File: src/rtl/cal_result_collector.sv
// Groups the calculator result stream into sums and queues them in a small FWFT FIFO.
// Optional per-group max tracking is enabled by defining CAL_MAX_TRACK_EN.
module cal_result_collector #(
    parameter int GROUP = 4,
    parameter int DEPTH = 4,
    parameter int ACC_W = 8,
    localparam int CW = $clog2(GROUP + 1)
) (
    input  logic             clk,
    input  logic             rst,
    input  logic [4:0]       in_data,
    input  logic             in_valid,
    input  logic             flush,
    output logic [ACC_W-1:0] o_data,
    output logic [CW-1:0]    o_cnt,
    output logic             o_valid,
    input  logic             o_ready,
    output logic             ovf,
    input  logic             clr_ovf
`ifdef CAL_MAX_TRACK_EN
    ,
    output logic [4:0]       o_max
`endif
);

    localparam int AW = $clog2(DEPTH);

    typedef enum logic {IDLE, ACC} state_t;

    state_t            state, state_nxt;
    logic [ACC_W-1:0]  acc, acc_nxt, g_sum, smp;
    logic [CW-1:0]     cnt, cnt_nxt, g_cnt;
    logic              push, pop, full, wr, drop;

    logic [ACC_W-1:0]  mem_sum [DEPTH];
    logic [CW-1:0]     mem_cnt [DEPTH];
    logic [AW-1:0]     wptr, rptr;
    logic [AW:0]       occ;

    assign smp = {{(ACC_W-5){1'b0}}, in_data};

    always_comb begin
        state_nxt = state;
        acc_nxt   = acc;
        cnt_nxt   = cnt;
        g_sum     = acc;
        g_cnt     = cnt;
        unique case (state)
            IDLE: begin
                g_sum = in_valid ? smp : '0;
                g_cnt = in_valid ? CW'(1) : '0;
            end
            ACC: begin
                g_sum = in_valid ? acc + smp : acc;
                g_cnt = in_valid ? cnt + CW'(1) : cnt;
            end
            default: ;
        endcase
        push = (in_valid && g_cnt == CW'(GROUP)) || (flush && g_cnt != '0);
        if (push) begin
            state_nxt = IDLE;
            acc_nxt   = '0;
            cnt_nxt   = '0;
        end else if (in_valid) begin
            state_nxt = ACC;
            acc_nxt   = g_sum;
            cnt_nxt   = g_cnt;
        end
    end

    always_ff @(posedge clk or negedge rst) begin
        if (!rst) begin
            state <= IDLE;
            acc   <= '0;
            cnt   <= '0;
        end else begin
            state <= state_nxt;
            acc   <= acc_nxt;
            cnt   <= cnt_nxt;
        end
    end

    assign o_valid = occ != '0;
    assign full    = occ == (AW+1)'(DEPTH);
    assign pop     = o_valid && o_ready;
    // A full FIFO still accepts a push when the head leaves in the same cycle.
    assign wr      = push && (!full || pop);
    assign drop    = push && full && !pop;

    always_ff @(posedge clk or negedge rst) begin
        if (!rst) begin
            wptr <= '0;
            rptr <= '0;
            occ  <= '0;
            ovf  <= 1'b0;
        end else begin
            if (wr)
                wptr <= wptr + AW'(1);
            if (pop)
                rptr <= rptr + AW'(1);
            unique case ({wr, pop})
                2'b10:   occ <= occ + (AW+1)'(1);
                2'b01:   occ <= occ - (AW+1)'(1);
                default: occ <= occ;
            endcase
            if (drop)
                ovf <= 1'b1;
            else if (clr_ovf)
                ovf <= 1'b0;
        end
    end

    always_ff @(posedge clk) begin
        if (wr) begin
            mem_sum[wptr] <= g_sum;
            mem_cnt[wptr] <= g_cnt;
        end
    end

    assign o_data = o_valid ? mem_sum[rptr] : '0;
    assign o_cnt  = o_valid ? mem_cnt[rptr] : '0;

`ifdef CAL_MAX_TRACK_EN
    logic [4:0] mx, g_mx;
    logic [4:0] mem_max [DEPTH];

    always_comb begin
        g_mx = mx;
        if (in_valid && (state == IDLE || in_data > mx))
            g_mx = in_data;
    end

    always_ff @(posedge clk or negedge rst) begin
        if (!rst)
            mx <= '0;
        else if (push)
            mx <= '0;
        else if (in_valid)
            mx <= g_mx;
    end

    always_ff @(posedge clk) begin
        if (wr)
            mem_max[wptr] <= g_mx;
    end

    assign o_max = o_valid ? mem_max[rptr] : '0;
`endif

endmodule

File: config.mk
export PLATFORM = sky130hd
export DESIGN_NAME = cal_result_collector
export DESIGN_NICKNAME = d
export VERILOG_FILES = /design/src/rtl/cal_result_collector.sv
export SDC_FILE = /design/constraint.sdc
export NUM_CORES = 1
export LEC_CHECK = 0
export BUFFER_PORTS_ARGS = -buffer_cell sky130_fd_sc_hd__buf_4
export CORE_UTILIZATION = 50
export DETAILED_ROUTE_END_ITERATION = 10
export PLACE_DENSITY_LB_ADDON = 0.1
export SLEW_MARGIN = 20
export SYNTH_ARGS = -nofsm -noshare
export SYNTH_HDL_FRONTEND = slang
export SYNTH_SLANG_ARGS = --single-unit
File: constraint.sdc
create_clock -name clk -period 3.2 [get_ports clk]
set_input_delay 0.48 -clock clk [delete_from_list [all_inputs] [get_ports clk]]
set_output_delay 0.48 -clock clk [all_outputs]
set_load 0.02 [all_outputs]
==> results of run 1 <==
## registers in the layout (all words and copies together) (netlist names)
signal / flops
cnt: 3
acc: 8
wptr: 2
rptr: 2
ovf: 1
state: 1
mem_cnt: 12
mem_sum: 32
occ: 3
## final cells by class
cell class,instances,area [sq um],area share (%)
Clock buffer,10,128,3.66
Multi-Input combinational cell,146,1160,33.3
Tap cell,75,93.8,2.69
Timing Repair Buffer,27,203,5.81
Inverter,9,33.8,0.968
Clock inverter,5,48.8,1.40
Sequential cell,64,1820,52.2
## routing by layer
metal / part of all wire, % / track usage (%) / up-vias
li1: - / - / 897
met3: 3.8 / 5.45 / 7
met5: 0 / 0 / -
met2: 48 / 31.5 / 47
met4: 1.2 / 7.32 / 0
met1: 47 / 26.0 / 881
## report_power, final
group | internal [W] | switching, W
Combinational | 0.000531 | 0.000556
Clock | 0.000349 | 0.000293
Sequential | 0.00109 | 0.000153
Total | 0.00197 | 0.00100
## worst min-delay path by stage
stage / slack [ns] / to / from
3_5_place_dp: 0.38 / occ[2] / rst
5_1_grt: 0.02 / occ[0] / rst
6_report: 0.02 / occ[0] / rst
2_1_floorplan: 0.18 / acc[0] / rst
3_3_place_gp: 0.38 / ovf / rst
4_1_cts: 0.02 / occ[0] / rst
## worst reg2reg max path, stage by stage (launching register included)
cell and delay [ns]:
dfrtp_1 0.43, ha_1 0.34, nand4b_1 0.24, mux2i_1 0.23
nor2_1 0.40, and2_1 0.55
## stage by stage
| stage | cell area, sq um | cells | hold WS [ns] |
|---|---|---|---|
| 2_1_floorplan | 3050 | 228 | 0.184 |
| 3_3_place_gp | 3310 | 321 | 0.382 |
| 3_5_place_dp | 3310 | 321 | 0.382 |
| 4_1_cts | 3490 | 336 | 0.0182 |
| 5_1_grt | 3490 | 336 | 0.0232 |
| 6_report | 3490 | 336 | 0.0215 |
## cell usage after synthesis (all sizes together), types with 2 or more instances
master  number  area share [%]
dfrtp       20              16
a21oi       11             1.9
nand3        4            0.66
o211ai       5             1.2
fa           2             1.3
or3          2            0.41
xor2         3            0.86
o21ai       15             2.5
mux2         3             1.1
ha          10             4.1
clkbuf       5            0.61
mux2i        4             1.3
nand2       23             2.8
a21o         2            0.49
nor2b        2            0.41
buf          4            0.61
inv          9             1.1
and2        16             3.3
nor3         3            0.66
o31ai        2            0.49
nor2         9             1.2
mux4        11             8.1
xnor2        7             2.0
a211oi       4            0.98
edfxtp      44              43
## cell families (layout without fill, tap and decap cells)
group           Yosys count  after routing  share of synthesized area, %
flops                    64             64                          59.6
compound gates           42             42                          8.52
mux                      18             18                          10.5
simple gates             64             64                          10.7
fa+ha+maj                12             12                          5.41
buf+inv                  18             51                          2.33
xor+xnor                 10             10                          2.87
==> flow_summary.toml, run 1 <==
[yosys]
synth_area_sq_mm = 0.00305
ys_seq_area_share_pct = 59.6
ys_types = 38
synth_edf_count = 44
synth_ff_type = "edfxtp_1"
syn_inst = 228
syn_area_per_cell_sq_um = 13.4
synth_fp_nets = 251
synth.yosys.warnings = 0
synthArstFlopShare_pct = 31.3
yosys_register_bits = 64

[global_routing]
antenna_found_initial = 0
grt_pass1_wl_microns = 8980
track_usage_pct = 19.8
grt_pass1_vias = 1851
grt_max_degree = 21
grt_overflow = 0

[worst_setup_path]
crit_buf_inv = 1
path_max_fanout = 12
reg2reg_slack_ns = 0.64
crit_start = "rptr[0]"
rr_worst_depth = 5
required_ns = 2.72
critPathLaunchType = "flop"
worst_path_max_delay_cell = "dfrtp_1"
crit_path_max_incr_delay_ns = 0.83
critical_path.cell_chain = "mux4_2 > and2_1 > buf_4"
crit_family = "flip-flops"
reg2reg_from = "cnt[0]"
critPathKind = "flop to output pin"
crit_cells = 3
crit_end = "o_cnt[1]"
worstReg2RegEnd = "mem_sum[2][0]"
cp-end-kind = "output pin"
arrival_ns = 2.08

[place]
portBuffers = 23
place_congestion = 0.817
place_ws_ns = 0.687
dp_hpwl_microns = 3750

[final_layout]
utilization_pct = 58.9
n_antenna_cell = 0
num-fill-cells = 489
drive_gt1_share_pct = 22.2
areaGrowthSynthToFinish_pct = 14.3
fin_nets = 280
final_cell_mix = "44 x edfxtp_1, 27 x buf_4, 23 x nand2_1"
layout_commonest_cell = "edfxtp_1"

[cts]
path_clk_slew_ns = 0.07
htreeDepth = 3
postCtsHoldBufs = 0
cts_tree = "done"
clock_path_buffers = 2
cts_setup_buffers = 0
root_buffer = "clkbuf_8"
cts_sinks = 64
cts-buffers-inserted = 9
clk_latency_ns = 0.33
cts_resized = 0

[floorplanning]
dieArea_sq_mm = 0.00642
io_pins = 24
fp.coreArea_sq_mm = 0.00592
fp.dieH_microns = 80.2
rows = 28
chipWidth_microns = 80.2
initial_core_util_pct = 51.6

[run]
max_cap_viol_count = 0

[outcome]
outcome = "finished clean"

[power]
ir_drop_uv = 405
cellPowerDensity_mw_per_mm2 = 851
leakagePower_nw = 1.37
power.total_w = 0.00297

[sta]
fin_crit_sh_pct = 80.1
drv_slew = 0
finClkSkew_ns = 0.00537
setup_tns_ns = 0
setup_ws_ns = 0.637
fmax_mhz = 390
finalHoldViolations = 0
setup_viol = 0
relSlewSlack_pct = 49.5
rsz0062_at_grt = "false"
worstMarginPinSlew_ns = 0.757
min_period_ns = 2.56

[drt]
ant_nets = 0
wl_microns = 5460
num_vias = 1832
drtIter0Drc = 80
dr.pass1.iters = 4
vias_per_cell = 5.45
wl_per_cell_microns = 16.2
route.detailed.drc = 0

[hold_path]
hold_path.class = "input port to async pin"
Note: power is estimated with default switching activity, not from simulation.
==> run 2, diff against run 1 <==
ABC_AREA = 1   (was unset)
clock period = 2.5 ns   (was 3.2 ns; I/O delays follow)
==> flow_summary.toml, run 2 <==
[outcome]
outcome = "finished clean"

[drt]
drtIter0Drc = 176
num_vias = 2325
wl_microns = 6410
ant_nets = 0
vias_per_cell = 5.17
dr.pass1.iters = 4
route.detailed.drc = 0
wl_per_cell_microns = 14.2

[worst_setup_path]
cp-end-kind = "flop"
required_ns = 2.54
worstReg2RegEnd = "mem_sum[2][4]"
critPathKind = "flop to flop"
reg2reg_from = "state"
reg2reg_slack_ns = 0.33
critPathLaunchType = "flop"
arrival_ns = 2.21
rr_worst_depth = 9
path_max_fanout = 12

[cts]
root_buffer = "clkbuf_8"
cts_sinks = 64
path_clk_slew_ns = 0.07
htreeDepth = 3
postCtsHoldBufs = 1
cts-buffers-inserted = 9
cts_tree = "done"
cts_setup_buffers = 0
clock_path_buffers = 2
cts_resized = 0
clk_latency_ns = 0.34

[global_routing]
grt_max_degree = 24
grt_overflow = 0
grt_pass1_wl_microns = 10600
antenna_found_initial = 0
grt_pass1_vias = 2179
track_usage_pct = 22.1

[sta]
drv_slew = 0
finalHoldViolations = 0
min_period_ns = 2.17
worstMarginPinSlew_ns = 0.632
finClkSkew_ns = 0.0106
fin_crit_sh_pct = 87.0
relSlewSlack_pct = 57.8
setup_tns_ns = 0
fmax_mhz = 460
rsz0062_at_grt = "false"
setup_viol = 0
hold_ws_ns = 0.217

[yosys]
syn_inst = 339
synth.yosys.warnings = 0
yosys.area.top_type_share_pct = 41.8
ys_types = 29
synth_fp_nets = 362
yosys.cell_count.top_type = "nor2_1"
syn_area_per_cell_sq_um = 9.33
synth_edf_count = 44
yosys_register_bits = 64
yosysTopAreaCell = "edfxtp_1"
synth_area_leaders = "edfxtp_1 42%, dfrtp_1 16%, nor2_1 8.1%, nand2_1 6.4%, o21ai_0 4.7%"
synth_ff_type = "edfxtp_1"
synthArstFlopShare_pct = 31.3
ys_seq_area_share_pct = 57.6
synth_area_sq_mm = 0.00316
synth_common_cells = "68 x nor2_1, 54 x nand2_1, 44 x edfxtp_1"

[hold_path]
hold_path.class = "input port to flop"
whs_path_depth = 2
holdPathEnd = "ovf"
worstHoldStart = "clr_ovf"

[floorplanning]
io_pins = 24
initial_core_util_pct = 52.5
rows = 28
dieArea_sq_mm = 0.00665
chipWidth_microns = 81.6
fp.coreArea_sq_mm = 0.00603
fp.dieH_microns = 81.6

[final_layout]
reg_top3 = "mem_sum x32, mem_cnt x12, acc x8"
postLayoutCellArea_sq_mm = 0.00364
n_antenna_cell = 0
areaGrowthSynthToFinish_pct = 14.9
layout_commonest_cell = "nor2_1"
final_cell_mix = "68 x nor2_1, 54 x nand2_1, 44 x edfxtp_1"
fin_nets = 393
num-fill-cells = 538
largest_register_ffs = 32
fin_cells = 450
drive_gt1_share_pct = 14.7
regMostFlops = "mem_sum"

[run]
max_cap_viol_count = 0

[power]
p_sw_w = 0.00195
combPwrFrac_pct = 45.5
internal-power_w = 0.00276
power_frac_clock_pct = 18.9
p_seq_share_pct = 35.7
swShare_pct = 41.4
ir_drop_uv = 626
leakagePower_nw = 1.64
cellPowerDensity_mw_per_mm2 = 1300

[place]
portBuffers = 23
placedCellCount = 433
place_congestion = 0.827
dp_hpwl_microns = 4300
dpl_cell_area_sq_mm = 0.00343
[run 2: cell types whose count changed after synthesis, moves of 3 or more]
cell,previous run,this run
o211ai_1,5,1
a211oi_1,4,0
mux2i_1,4,0
o21ai_0,14,30
nand2_1,23,54
a21oi_1,10,24
nand3_1,4,14
inv_1,9,38
xnor2_1,7,1
and2_1,16,0
nor2_1,8,68
mux2_2,3,0
mux4_2,11,0
[run 2: worst max path at each step]
stage / start / end / depth (start not counted)
floorplan: cnt[0] / mem_cnt[0][0] / 10
global placement: in_valid / mem_sum[2][6] / 10
detailed placement: in_valid / mem_sum[2][6] / 10
CTS: rptr[0] / o_data[2] / 4
global route: state / mem_sum[2][4] / 9
finish: state / mem_sum[2][4] / 9
[run 2: power groups by stage]
stage | combinational, W | sequential, W | clock, W
2_1_floorplan | 0.00150 | 0.00166 | 0
3_3_place_gp | 0.00211 | 0.00169 | 0
3_5_place_dp | 0.00216 | 0.00170 | 0
4_1_cts | 0.00216 | 0.00168 | 0.000896
5_1_grt | 0.00243 | 0.00171 | 0.000943
6_report | 0.00214 | 0.00168 | 0.000890
[run 2: critical path, stage by stage (launching register included)]
cell	delay (ns)
dfrtp_1	0.62
inv_1	0.22
nor2_1	0.19
nand2_1	0.07
nand2_1	0.13
nand2_4	0.10
inv_4	0.13
nand2_4	0.09
nor2_1	0.10
buf_4	0.22
[run 2: stage by stage]
| stage | utilization [%] | total power [W] | setup WS [ns] |
|---|---|---|---|
| floorplan | - | 0.00315 | 0.346 |
| global placement | 56.9 | 0.00380 | 0.352 |
| detailed placement | 56.9 | 0.00385 | 0.308 |
| CTS | 60.3 | 0.00474 | 0.313 |
| global route | 60.3 | 0.00509 | 0.137 |
| finish | 60.3 | 0.00471 | 0.326 |
[run 2: layer usage]
metal	vias up	part of all wire [%]	global-route usage, %	routed length [microns]
met5	-	0	0	0
met4	0	1.1	9.82	70
met3	8	3.6	4.56	233
met2	49	47	35.3	3030
met1	1095	48	29.0	3070
li1	1173	-	-	-
[run 2: cell type report]
| class | count | area [sq um] | area share, % |
|---|---|---|---|
| Sequential cell | 64 | 1820 | 50.1 |
| Multi-Input combinational cell | 225 | 1140 | 31.3 |
| Timing Repair Buffer | 31 | 235 | 6.47 |
| Inverter | 39 | 149 | 4.09 |
| Clock buffer | 11 | 141 | 3.89 |
| Tap cell | 75 | 93.8 | 2.58 |
| Clock inverter | 5 | 56.3 | 1.55 |
[run 2: cell families (layout without fill, tap and decap cells)]
group / after synthesis / in the layout / share of synthesized area, %
simple gates: 149 / 149 / 19.9
fa+ha+maj: 12 / 12 / 5.22
buf+inv: 50 / 86 / 6.45
xor+xnor: 4 / 4 / 1.11
compound gates: 60 / 60 / 9.77
flops: 64 / 64 / 57.6
